<file path="src/rtl/pixel_pkg.sv">
// Shared types for the pixel output path: packed RGB pixel, buffer FSM states, raster size.
// Latency: none (types only). Backpressure: n/a.
package pixel_pkg;

  typedef struct packed {
    logic [7:0] r;
    logic [7:0] g;
    logic [7:0] b;
  } pixel_t;

  typedef enum logic [1:0] {
    HUNT        = 2'd0,
    WAIT_ORIGIN = 2'd1,
    RUN         = 2'd2
  } buf_state_t;

  localparam int H_ACTIVE = 1024;
  localparam int V_ACTIVE = 768;

endpackage

</file>
<file path="src/rtl/pixel_fifo.sv">
// Circular FIFO with extra-MSB pointers, combinational head read and a flush that empties it.
// Latency: push visible at head next cycle. Backpressure: full_o blocks pushes; flush drops a same-cycle push.
module pixel_fifo #(
  parameter int DEPTH = 16,
  parameter int WIDTH = 25
) (
  input  logic             clk_i,
  input  logic             rst_i,
  input  logic             push_i,
  input  logic             pop_i,
  input  logic             flush_i,
  input  logic [WIDTH-1:0] din_i,
  output logic [WIDTH-1:0] dout_o,
  output logic             full_o,
  output logic             empty_o
);

  localparam int AW = $clog2(DEPTH);

  logic [WIDTH-1:0] mem_q [DEPTH];
  logic [AW:0]      wr_q, wr_d;
  logic [AW:0]      rd_q, rd_d;
  logic             do_push;
  logic             do_pop;

  assign full_o  = (wr_q[AW] != rd_q[AW]) && (wr_q[AW-1:0] == rd_q[AW-1:0]);
  assign empty_o = (wr_q == rd_q);
  assign do_push = push_i && !full_o && !flush_i;
  assign do_pop  = pop_i && !empty_o;
  assign dout_o  = mem_q[rd_q[AW-1:0]];

  always_comb begin
    wr_d = wr_q;
    rd_d = rd_q;
    if (do_push) wr_d = wr_q + 1'b1;
    // Flush discards everything including a beat offered in the same cycle.
    if (flush_i)     rd_d = wr_q;
    else if (do_pop) rd_d = rd_q + 1'b1;
  end

  always_ff @(posedge clk_i or posedge rst_i) begin
    if (rst_i) begin
      wr_q <= '0;
      rd_q <= '0;
    end else begin
      wr_q <= wr_d;
      rd_q <= rd_d;
    end
  end

  always_ff @(posedge clk_i) begin
    if (do_push) mem_q[wr_q[AW-1:0]] <= din_i;
  end

endmodule

</file>
<file path="src/rtl/pixel_out_buffer.sv">
// Buffers renderer pixels and drains them in lock-step with raster timing, aligned on SOF at origin.
// Latency: 1 cycle raster-in to VGA-out. Backpressure: s_axis_tready = !full (0 during reset).
module pixel_out_buffer
  import pixel_pkg::*;
#(
  parameter int DEPTH  = 16,
  parameter int DATA_W = 24
) (
  input  logic              pixel_clk_in,
  input  logic              rst_in,
  input  logic [DATA_W-1:0] s_axis_tdata,
  input  logic              s_axis_tuser,
  input  logic              s_axis_tvalid,
  output logic              s_axis_tready,
  input  logic [10:0]       hcount_in,
  input  logic [9:0]        vcount_in,
  input  logic              ad_in,
  input  logic              hs_in,
  input  logic              vs_in,
  output logic [3:0]        vga_r_out,
  output logic [3:0]        vga_g_out,
  output logic [3:0]        vga_b_out,
  output logic              vga_hs_out,
  output logic              vga_vs_out,
  output logic              underflow_out,
  output logic              locked_out
);

  buf_state_t      state_q, state_d;
  logic            rdy_en_q;
  logic [3:0]      r_q, r_d, g_q, g_d, b_q, b_d;
  logic            hs_q, vs_q, und_q, lock_q;
  logic            fifo_push, fifo_pop, fifo_flush;
  logic            fifo_full, fifo_empty;
  logic [DATA_W:0] head;
  pixel_t          head_px;
  logic            head_sof;
  logic            at_origin;
  logic            beat;
  logic            pop_ok;
  logic            pop_err;
  logic            unused_px;

  pixel_fifo #(
    .DEPTH (DEPTH),
    .WIDTH (DATA_W + 1)
  ) u_fifo (
    .clk_i   (pixel_clk_in),
    .rst_i   (rst_in),
    .push_i  (fifo_push),
    .pop_i   (fifo_pop),
    .flush_i (fifo_flush),
    .din_i   ({s_axis_tuser, s_axis_tdata}),
    .dout_o  (head),
    .full_o  (fifo_full),
    .empty_o (fifo_empty)
  );

  // rdy_en_q keeps tready low while reset is held and for the release edge.
  assign s_axis_tready = rdy_en_q && !fifo_full;
  assign beat          = s_axis_tvalid && s_axis_tready;
  assign at_origin     = ad_in && (hcount_in == 11'd0) && (vcount_in == 10'd0);
  assign head_sof      = head[DATA_W];
  assign head_px       = pixel_t'(head[DATA_W-1:0]);
  assign unused_px     = ^{head_px.r[3:0], head_px.g[3:0], head_px.b[3:0]};

  always_comb begin
    state_d    = state_q;
    fifo_push  = 1'b0;
    fifo_flush = 1'b0;
    pop_ok     = 1'b0;
    pop_err    = 1'b0;
    case (state_q)
      HUNT: begin
        if (beat && s_axis_tuser) begin
          fifo_push = 1'b1;
          state_d   = WAIT_ORIGIN;
        end
      end
      WAIT_ORIGIN: begin
        fifo_push = beat;
        if (at_origin && !fifo_empty) begin
          pop_ok  = 1'b1;
          state_d = RUN;
        end
      end
      RUN: begin
        fifo_push = beat;
        if (ad_in) begin
          // SOF must land exactly on the origin pixel, and nowhere else.
          if (fifo_empty || (head_sof != at_origin)) begin
            pop_err    = 1'b1;
            fifo_flush = 1'b1;
            state_d    = HUNT;
          end else begin
            pop_ok = 1'b1;
          end
        end
      end
      default: state_d = HUNT;
    endcase
    fifo_pop = pop_ok;
    r_d      = pop_ok ? head_px.r[7:4] : 4'd0;
    g_d      = pop_ok ? head_px.g[7:4] : 4'd0;
    b_d      = pop_ok ? head_px.b[7:4] : 4'd0;
  end

  always_ff @(posedge pixel_clk_in or posedge rst_in) begin
    if (rst_in) begin
      state_q  <= HUNT;
      rdy_en_q <= 1'b0;
      r_q      <= 4'd0;
      g_q      <= 4'd0;
      b_q      <= 4'd0;
      hs_q     <= 1'b0;
      vs_q     <= 1'b0;
      und_q    <= 1'b0;
      lock_q   <= 1'b0;
    end else begin
      state_q  <= state_d;
      rdy_en_q <= 1'b1;
      r_q      <= r_d;
      g_q      <= g_d;
      b_q      <= b_d;
      hs_q     <= hs_in;
      vs_q     <= vs_in;
      und_q    <= und_q | pop_err;
      lock_q   <= (state_d == RUN);
    end
  end

  assign vga_r_out     = r_q;
  assign vga_g_out     = g_q;
  assign vga_b_out     = b_q;
  assign vga_hs_out    = hs_q;
  assign vga_vs_out    = vs_q;
  assign underflow_out = und_q;
  assign locked_out    = lock_q;

endmodule

</file>
<file path="config.mk">
export PLATFORM = sky130hd
export DESIGN_NAME = pixel_out_buffer
export DESIGN_NICKNAME = d
export VERILOG_FILES = /design/src/rtl/pixel_pkg.sv /design/src/rtl/pixel_fifo.sv /design/src/rtl/pixel_out_buffer.sv
export SDC_FILE = /design/constraint.sdc
export NUM_CORES = 1
export LEC_CHECK = 0
export CAP_MARGIN = 5
export CORE_MARGIN = 2
export CORE_UTILIZATION = 58
export CTS_BUF_LIST = sky130_fd_sc_hd__clkbuf_8
export DETAILED_ROUTE_END_ITERATION = 10
export PLACE_DENSITY = 0.82
export SYNTH_ARGS = -nofsm -noshare
export SYNTH_HDL_FRONTEND = slang
export SYNTH_HIERARCHICAL = 1
export SYNTH_SLANG_ARGS = --single-unit
</file>
<file path="constraint.sdc">
create_clock -name pixel_clk_in -period 3.8 [get_ports pixel_clk_in]
set_input_delay 0.57 -clock pixel_clk_in [delete_from_list [all_inputs] [get_ports pixel_clk_in]]
set_output_delay 0.57 -clock pixel_clk_in [all_outputs]
set_load 0.005 [all_outputs]
</file>
* After elaboration in Yosys (flattened, before gate mapping) *
Memory sizes are Yosys's and may differ from the RTL's.
Index checks and enable logic that the tools add are counted.

cells by class
  add/subtract/negate cells = 2
  equal/unequal tests = 7
  muxes and demuxes = 21
  bitwise logic cells = 1
  reductions and logical operators = 19

operators with widths
  kind                                                             number
  4-bit two-way mux                                                3
  11-bit logical NOT                                               1
  5-bit by 1-bit adder with 5-bit output, second input constant    2
  1-bit logical AND                                                10
  10-bit logical NOT                                               1
  5-bit two-way mux                                                2
  1-bit two-way mux                                                9
  2-bit two-way mux                                                4
  2-bit case mux with 3 select lines                               1
  5-bit == test                                                    1
  2-bit == test, second input constant                             2
  4-bit == test                                                    1
  1-bit case mux with 2 select lines                               2
  1-bit logical NOT                                                3
  2-bit by 1-bit == test with 1-bit output, second input constant  1
  2-bit logical NOT                                                1
  1-bit inequality test                                            2
  2-bit nonzero test                                               1
  2-bit OR reduction                                               1
  1-bit logical OR                                                 1
  1-bit OR                                                         1

storage, ports and cells
  flip-flop bits (word level) = 29
  RAM bits = 400
  input port bits = 52
  output and inout port bits = 17
  word-level logic and storage cells = 62
  memories kept = 1

memory list
  name          depth  width  rd ports  clocked after Yosys merged registers in  wr ports  line              RTL
  u_fifo.mem_q  16     25     1         0                                        1         pixel_fifo.sv:20  logic [WIDTH-1:0] mem_q [DEPTH];

* Depth between registers and ports, before layout *
Gate-level depths: netlist of run 1.

  depth after elaboration = 12
  mapped depth = 14
  mapped depth without buffers = 11

* By module *
Netlist of run 1, hierarchy kept.

by module, submodules not included
  module            times used  cells an instance  area an instance (um^2)  sequential area each (um^2)
  pixel_fifo        1           735                16,107.9                 12,261.8
  pixel_out_buffer  1           85                 959.7                    475.5

* Least setup slack after synthesis of run 1 *
OpenSTA, ideal clock, no wires.

  kind = register to register
  start point = register u_fifo.rd_q[0]
  end point = memory u_fifo.mem_q[15][0] (enable)
  data arrival time = 3,676 ps
  data required time = 3,381 ps
  slack = -294 ps
  stages on the path, launching flop included = 13
  buffers on the path = 2
  path through = dfrtp_1 > buf_6 > buf_12 > mux4_2 > and2_1 > a211oi_1 > a21oi_1 > o21a_1 > nor3_1 > nor2_1 > nor2b_1 > nand3_1 > a21oi_1

on the way
  elaborated cells on any way between the ends = 20
  classes of those cells = eq/ne: 3; mux: 7; reduce/logical: 9; memory: 1

RTL lines
  element                                  line                    RTL
  start, declared                          pixel_fifo.sv:22        logic [AW:0] rd_q, rd_d;
  start signal, assigned                   pixel_fifo.sv:47        rd_q <= rd_d;
  memory 16 x 25 bit                       n/a
  via head[24]                             pixel_out_buffer.sv:35  logic [DATA_W:0] head;
  1-bit inequality test                    pixel_out_buffer.sv:91  if (fifo_empty || (head_sof != at_origin)) begin
  1-bit logical OR                         pixel_out_buffer.sv:91
  1-bit two-way mux                        pixel_out_buffer.sv:91
  1-bit two-way mux                        pixel_out_buffer.sv:89  if (ad_in) begin
  1-bit two-way mux                        pixel_out_buffer.sv:73  case (state_q)
  via fifo_flush                           pixel_out_buffer.sv:33  logic fifo_push, fifo_pop, fifo_flush;
  1-bit logical NOT                        pixel_fifo.sv:28        assign do_push = push_i && !full_o && !flush_i;
  1-bit logical AND                        pixel_fifo.sv:28
  1-bit two-way mux                        pixel_fifo.sv:52        if (do_push) mem_q[wr_q[AW-1:0]] <= din_i;
  1-bit two-way mux (implied by the code)  pixel_fifo.sv:52
  end, declared                            pixel_fifo.sv:20

The timed path passes the listed nets, and every way through them passes these cells.

* Worst setup path in the final report of run 1 *
  start point = register u_fifo.rd_q[0]
  end point = memory u_fifo.mem_q[11][6] (enable)

Same word-level chain as after synthesis.

==> flow_summary.toml, run 1 <==
[worst_setup_path]
crit_type = "reg2reg"
slowest_stage = "dfrtp_4"
crit_chain = "mux4_2, and2_1, a211oi_1, a21oi_1, o21a_1, nor3_1, nor2_1, nor2b_1, a21boi_2, buf_4, and3_1, buf_4"
cp.buffers_inverters = 2
worstPathArrival_ns = 3.74
crit_path_start_kind = "flip-flop"
cpMostUsedCell = "buf_4"
required_ns = 4.00
critPathTopFamily = "compound AO/OA/AOI/OAI gates"
path_max_fanout = 17
crit_path_max_incr_delay_ns = 0.52
endpoint_kind = "flip-flop"

[synthesis]
yosys_warnings = 6
synthCells = 532
syn_area_mm2 = 0.00987
syn_area_per_cell_um2 = 18.6
syn-num-nets = 593

[cts]
cts_buffer_depth = 3
clock_latency_ns = 0.54
cts_tree = "yes"
postCtsHoldBufs = 0
cts_resized = 0
clock_sinks = 237
htree_num_levels = 2
clockRootBuffer = "clkbuf_8"
postCtsSetupRepairBufs = 0
cts_buffers = 37
path_clk_slew_ns = 0.06

[timing]
fin_ws_ns = 0.262
finalSetupViolations = 0
slew_headroom_pct = 39.5
hold_viol = 0
finalCriticalPeriod_ns = 3.54
final.setup.tns_ns = 0
fmax_mhz = 283
grt_setup_unrepaired = "false"
fin_crit_sh_pct = 93.1
slew_violations = 0
clock-skew-final_ns = 0.0290
holdWs_ns = 0.432
tightest_slew_ns = 0.907

[floorplan]
initial_core_util_pct = 59.5
die_w_um = 134
ios = 69
std_cell_rows = 47
dieArea_mm2 = 0.0181
die_h_um = 134
core_area_mm2 = 0.0166

[final_layout]
diodes = 0
mostFrequentLayoutCell = "edfxtp_1"
most-common-layout-cells = "208 x edfxtp_1, 56 x clkdlybuf4s50_1, 52 x mux4_2"
syn_to_final_growth_pct = 16.5
fin_cells = 872
drive_gt1_share_pct = 25.2
fin_nets = 688

[outcome]
outcome = "finished clean"

[place]
place_inst = 808
io_buffer_count = 56
place_congestion = 0.851
dpl.hpwl_um = 13100
pre_cts_ws_ns = 0.308

[global_routing]
grt-ovfl-total = 0
antenna_found_initial = 0
grt_pass1_wl_um = 31300
track_usage_pct = 23.5
grt_max_degree = 29
grt_pass1_vias = 5702

[pwr]
vdd_drop_max_mv = 0.338
pwr_density_cell_mw_per_mm2 = 482
p_leak_nw = 3.97
power_w = 0.00554

[run]
max_cap_viol_count = 0

[route]
dr.pass1.iters = 5
final_antenna_net_count = 0
wl_um = 20200
drc = 0
wl_per_cell_um = 23.2
drt_iter0_markers = 539
vias_per_cell = 6.11
vias = 5326

[hold_path]
hp-class = "in2async"
## final cells by class
cell class,instances,area [µm²]
Timing Repair Buffer,100,945
Sequential cell,237,6980
Clock buffer,41,564
Tap cell,220,275
Fill cell,1031,5090
Multi-Input combinational cell,241,2540
Clock inverter,23,156
Inverter,10,37.5
## per-layer routing
metal  up-vias  share of wire (%)  wire length [µm]  GRT usage [%]
li1       2297                  -                 -              -
met1      2755                 39              7840           29.9
met2       237                 52             10500           39.9
met3        37                7.2              1460           5.11
met4         0                2.3               461           9.77
met5         -                  0                 0              0
## report_power, final
part / internal (W) / total [W] / switching (W)
clock network: 0.00113 / 0.00207 / 0.000938
registers: 0.00293 / 0.00300 / 0.0000709
logic: 0.000196 / 0.000467 / 0.000271
total: 0.00426 / 0.00554 / 0.00128
## final timing paths
| kind | start | endpoint | slack [ns] | depth (start not counted) |
|---|---|---|---|---|
| min reg2reg | underflow_out$_DFF_PP0_ | underflow_out$_DFF_PP0_ | 0.52 | 1 |
| max | u_fifo/rd_q[0]$_DFFE_PP0P_ | u_fifo/mem_q[11][6]$_DFFE_PP_ | 0.26 | 12 |
| min in group pixel_clk_in | hs_in | vga_hs_out$_DFF_PP0_ | 0.49 | 1 |
| min | rst_in | u_fifo/wr_q[2]$_DFFE_PP0P_ | 0.43 | 2 |
| max reg2reg | u_fifo/rd_q[0]$_DFFE_PP0P_ | u_fifo/mem_q[11][6]$_DFFE_PP_ | 0.26 | 12 |
| max in group asynchronous | rst_in | vga_g_out[1]$_DFF_PP0_ | 2.61 | 2 |
## flip-flops by register name, indices dropped and copies added (netlist names)
| register | count |
|---|---|
| rdy_en_q | 1 |
| u_fifo/wr_q | 5 |
| vga_b_out | 4 |
| vga_vs_out | 1 |
| vga_g_out | 4 |
| vga_hs_out | 1 |
| locked_out | 1 |
| vga_r_out | 4 |
| underflow_out | 1 |
| u_fifo/rd_q | 5 |
| u_fifo/mem_q | 208 |
| state_q | 2 |
## per-stage QoR
| stage | util [%] | area, µm² |
|---|---|---|
| 6_report | 69.3 | 11500 |
| 2_1_floorplan | - | 9870 |
| 3_3_place_gp | 64.9 | 10800 |
| 3_5_place_dp | 64.9 | 10800 |
| 5_1_grt | 69.3 | 11500 |
| 4_1_cts | 69.3 | 11500 |
No activity file was read; power rests on OpenSTA's default activity.
==> run 2: changes to the inputs <==
- CORE_UTILIZATION: 58 -> 60
- PLACE_DENSITY: 0.82 -> 0.81
- clock period: 3.8 -> 3.9 ns (I/O delays scaled with it)
==> run 2 against run 1 <==
Net effect:
- sequential power decreased by 2%
- non-clock buffer count shrank 3
- critical path type unchanged
- worst setup slack better by 0.076 ns
- count of clock-buffer cells in the layout grew 2
- die area is 3.2% lower
- via count fell by 0.96%
- first-iteration DRC count decreased by 3.7%
- register-to-register slack better by 0.08 ns
- global-route usage grew 0.051 points
- final area is 0.47% lower
- hold slack lost 0.023 ns
- clock skew shrank 0.0084 ns
==> flow_summary.toml, run 2 (synthesized netlist as in run 1, its figures left out) <==
[worst_setup_path]
endpoint_kind = "flip-flop"
crit_path_start_kind = "flip-flop"
worstPathArrival_ns = 3.76
cpMostUsedCell = "buf_4"
crit_type = "reg2reg"
slowest_stage = "mux4_2"
reg2reg_slack_ns = 0.34
required_ns = 4.10
crit_chain = "mux4_2, and2_1, a211oi_1, a21oi_1, o21a_1, nor3_1, nor2_1, nor2b_2, a21boi_2, buf_4, and3_1, buf_4"
crit_path_max_incr_delay_ns = 0.52
path_max_fanout = 17

[cts]
htree_num_levels = 2
clockRootBuffer = "clkbuf_8"
postCtsHoldBufs = 0
cts_buffers = 39
path_clk_slew_ns = 0.06
clock_sinks = 237
clock_latency_ns = 0.53
cts_tree = "yes"
cts_buffer_depth = 3

[place]
place_congestion = 0.845
dpl.hpwl_um = 12500
io_buffer_count = 56
place_inst = 801
pre_cts_ws_ns = 0.249

[floorplan]
std_cell_rows = 46
dieArea_mm2 = 0.0175
core_area_mm2 = 0.0160
ios = 69
die_w_um = 132
initial_core_util_pct = 61.7
die_h_um = 132

[timing]
hold_viol = 0
slew_headroom_pct = 47.2
finalCriticalPeriod_ns = 3.56
grt_setup_unrepaired = "false"
final.setup.tns_ns = 0
fmax_mhz = 281
holdWs_ns = 0.409
slew_violations = 0
fin_crit_sh_pct = 91.3
fin_ws_ns = 0.338
finalSetupViolations = 0
tightest_slew_ns = 0.791
clock-skew-final_ns = 0.0206

[pwr]
pwr_density_cell_mw_per_mm2 = 472
vdd_drop_max_mv = 0.289
power_w = 0.00540
p_leak_nw = 3.96

[global_routing]
grt-ovfl-total = 0
grt_pass1_vias = 5433
antenna_found_initial = 0
track_usage_pct = 23.6
grt_max_degree = 38
grt_pass1_wl_um = 30800

[final_layout]
diodes = 0
mostFrequentLayoutCell = "edfxtp_1"
fin_nets = 687
drive_gt1_share_pct = 25.1
most-common-layout-cells = "208 x edfxtp_1, 56 x clkdlybuf4s50_1, 52 x mux4_2"
fin_cells = 873
fillers = 967
largest_reg_flops = 208
layout.area.seq_mm2 = 0.00698
syn_to_final_growth_pct = 15.9
multi_input_area_mm2 = 0.00255

[route]
vias = 5275
dr.pass1.iters = 5
wl_met1_um = 8170
drc = 0
final_antenna_net_count = 0
drt_iter0_markers = 519
wl_met3_um = 1800
vias_per_cell = 6.04
wl_um = 19900
wl_per_cell_um = 22.8
wl_met2_um = 9440
dr.max_layer_used = "met4"

[outcome]
outcome = "finished clean"

[hold_path]
hp-class = "in2async"

[run]
max_cap_viol_count = 0
run 2: critical path, delay by kind of cell (launching register included):
family          cells  cell delay [ns]
simple gates        5             0.90
mux                 1             0.52
compound gates      4             0.88
buf+inv             2             0.47
flops               1             0.48
run 2: path summary, 6_finish.rpt:
| kind | from | to | cells after the start |
|---|---|---|---|
| max in group asynchronous | rst_in | vga_r_out[3]$_DFF_PP0_ | 2 |
| min in group pixel_clk_in | underflow_out$_DFF_PP0_ | underflow_out$_DFF_PP0_ | 1 |
| hold reg to reg | underflow_out$_DFF_PP0_ | underflow_out$_DFF_PP0_ | 1 |
| setup reg to reg | u_fifo/rd_q[0]$_DFFE_PP0P_ | u_fifo/mem_q[7][23]$_DFFE_PP_ | 12 |
| hold / removal | rst_in | u_fifo/wr_q[4]$_DFFE_PP0P_ | 2 |
| setup / recovery | u_fifo/rd_q[0]$_DFFE_PP0P_ | u_fifo/mem_q[7][23]$_DFFE_PP_ | 12 |
run 2: final cells by class:
type | instances | share of cell area [%]
clock inverters | 29 | 1.31
clock buffers | 43 | 5.17
multi-input cells | 241 | 22.3
well taps | 216 | 2.36
repair buffers | 97 | 7.59
inverters | 10 | 0.328
flip-flops and latches | 237 | 61.0
run 2: stage by stage:
step / util (%) / area, µm²
3_3_place_gp: 66.9 / 10700
2_1_floorplan: - / 9870
5_1_grt: 71.5 / 11400
3_5_place_dp: 66.9 / 10700
4_1_cts: 71.5 / 11400
6_report: 71.5 / 11400
run 2: timing repair:
item | 4_1_cts | 5_1_grt
gates resized for setup | 0 | 1
setup buffers | 0 | 0
setup endpoints to repair | 0 | 20
run 2: routing by layer:
metal	vias up	GRT usage, %
met2	262	36.4
li1	2307	-
met4	0	8.96
met1	2669	33.0
met5	-	0
met3	37	6.11
run 2: power by group:
part	internal [W]	switching [W]
Sequential	0.00286	0.0000692
Clock	0.00109	0.000924
Combinational	0.000189	0.000271
==> run 3: changes to the inputs <==
- CORE_UTILIZATION: 60 -> 56
- CTS_BUF_LIST: sky130_fd_sc_hd__clkbuf_8 -> sky130_fd_sc_hd__clkbuf_16
- PLACE_DENSITY: 0.81 -> 0.79
- clock period: 3.9 -> 2.9 ns (I/O delays scaled with it)
==> run 3 against run 2 <==
Net effect:
- global-route usage down 0.14 points
- the run now ends with negative setup slack left
- highest routed layer unchanged
- count of clock-buffer cells in the layout decreased by 19
- die area rose by 6.9%
- via count down 0.15%
- largest power group unchanged
- worst setup slack lost 0.39 ns
- non-clock buffer count grew 12
- clock skew rose by 0.0094 ns
- clock power grew 47%
- register-to-register slack worse by 0.39 ns
- routed wire length increased by 5.2%
- sequential share of layout area down 2.3 points
==> flow_summary.toml, run 3 (synthesized netlist as in run 1, its figures left out) <==
[run]
max_cap_viol_count = 0

[final_layout]
most-common-layout-cells = "208 x edfxtp_1, 56 x clkdlybuf4s50_1, 52 x mux4_2"
layout.area.seq_mm2 = 0.00698
finish.instance_area_mm2 = 0.0119
mostFrequentLayoutCell = "edfxtp_1"
syn_to_final_growth_pct = 20.4
drive_gt1_share_pct = 28.1
diodes = 0
fin_nets = 684
fillers = 1045
fin_util_pct = 69.0
largest_reg_flops = 208
multi_input_area_mm2 = 0.00263

[worst_setup_path]
crit_path_max_incr_delay_ns = 0.51
crit_type = "reg2reg"
worstPathArrival_ns = 3.17
required_ns = 3.12
endpoint_kind = "flip-flop"
path_max_fanout = 16
crit_chain = "mux4_2, and2_4, a211oi_2, a21oi_2, o21a_1, nor3_2, nor2_2, nor2b_2, a21boi_4, buf_12, and3_2, buf_12"
crit_path_start_kind = "flip-flop"
cpMostUsedCell = "buf_12"
reg2reg_slack_ns = -0.05
slowest_stage = "mux4_2"

[route]
drc = 0
dr.pass1.iters = 5
final_antenna_net_count = 0
wl_per_cell_um = 24.2
vias = 5267
wl_um = 20900
vias_per_cell = 6.08
drt_iter0_markers = 528

[place]
io_buffer_count = 56
place_congestion = 0.829
dpl_cell_area_mm2 = 0.0109
dpl.hpwl_um = 12300
pre_cts_ws_ns = -0.117

[timing]
tightest_slew_ns = 0.942
holdWs_ns = 0.266
fin_ws_ns = -0.0466
hold_viol = 0
fin_crit_sh_pct = 102
fmax_mhz = 339
finalSetupViolations = 88
clock-skew-final_ns = 0.0300
slew_headroom_pct = 37.2
final.setup.tns_ns = -1.52
grt_setup_unrepaired = "true"
finalCriticalPeriod_ns = 2.95
slew_violations = 0

[pwr]
p_leak_nw = 4.02
pwr_density_cell_mw_per_mm2 = 642
vdd_drop_max_mv = 0.572

[cts]
path_clk_slew_ns = 0.06
cts_buffers = 24
htree_num_levels = 1
cts_buffer_depth = 3
clock_latency_ns = 0.53
clock_sinks = 237
cts_tree = "yes"
clockRootBuffer = "clkbuf_16"

[floorplan]
die_w_um = 137
die_h_um = 137
dieArea_mm2 = 0.0187
ios = 69
initial_core_util_pct = 57.3
core_area_mm2 = 0.0172
std_cell_rows = 48

[global_routing]
antenna_found_initial = 0
grt_max_degree = 33
track_usage_pct = 23.4
grt.busiest_layer = "met2"
grt-ovfl-total = 0
grt_pass1_vias = 5627
grtUsageMet2_pct = 39.4
use_met1_pct = 31.1
grtUsageMet3_pct = 4.37
grt_pass1_wl_um = 31800

[hold_path]
hp-class = "in2async"

[outcome]
outcome = "finished, violations left"
failed_checks = "negative setup slack"
## run 3: repair_timing
item	CTS	global route
setup endpoints to repair	195	212
endpoints found under the hold margin	0	0
resized for setup	1	2
hold buffers	0	0
pin swaps	0	2
gates cloned	0	0
setup buffers	13	1
## run 3: final timing paths
kind,startpoint,to,cells past startpoint
setup / recovery,u_fifo/rd_q[0]$_DFFE_PP0P_,u_fifo/mem_q[1][7]$_DFFE_PP_,12
hold / removal,rst_in,u_fifo/rd_q[3]$_DFFE_PP0P_,2
setup reg to reg,u_fifo/rd_q[0]$_DFFE_PP0P_,u_fifo/mem_q[1][7]$_DFFE_PP_,12
hold reg to reg,underflow_out$_DFF_PP0_,underflow_out$_DFF_PP0_,1
max in group asynchronous,rst_in,vga_hs_out$_DFF_PP0_,2
min in group pixel_clk_in,vs_in,vga_vs_out$_DFF_PP0_,1
## run 3: metrics by stage
step	power, W	instances
2_1_floorplan	0.00437	532
3_3_place_gp	0.00465	808
3_5_place_dp	0.00469	808
4_1_cts	0.00766	865
5_1_grt	0.00787	866
6_report	0.00763	866
## run 3: layer usage
layer  vias to the layer above  wire, µm
met5                         -         0
met4                         0       705
met3                        50      1720
met2                       254     10400
met1                      2673      8110
li1                       2290         -
## run 3: power breakdown
part / switching [W] / total (W) / internal, W
sequential: 0.0000616 / 0.00390 / 0.00384
combinational: 0.000433 / 0.000772 / 0.000339
clock: 0.00125 / 0.00295 / 0.00170
## run 3: final cells by class
class,count,share of cell area (%)
sequential,237,58.7
multi-input combinational,241,22.1
timing repair buffer,109,10.0
clock buffer,24,5.05
tap,225,2.37
clock inverter,20,1.41
inverter,10,0.316
## run 3: critical path, delay by kind of cell (launching register included)
family	cells	cell delay (ns)
AND/OR/NAND/NOR	5	0.77
AO/OA/AOI/OAI	4	0.58
multiplexers	1	0.51
flip-flops	1	0.48
buffers and inverters	2	0.32
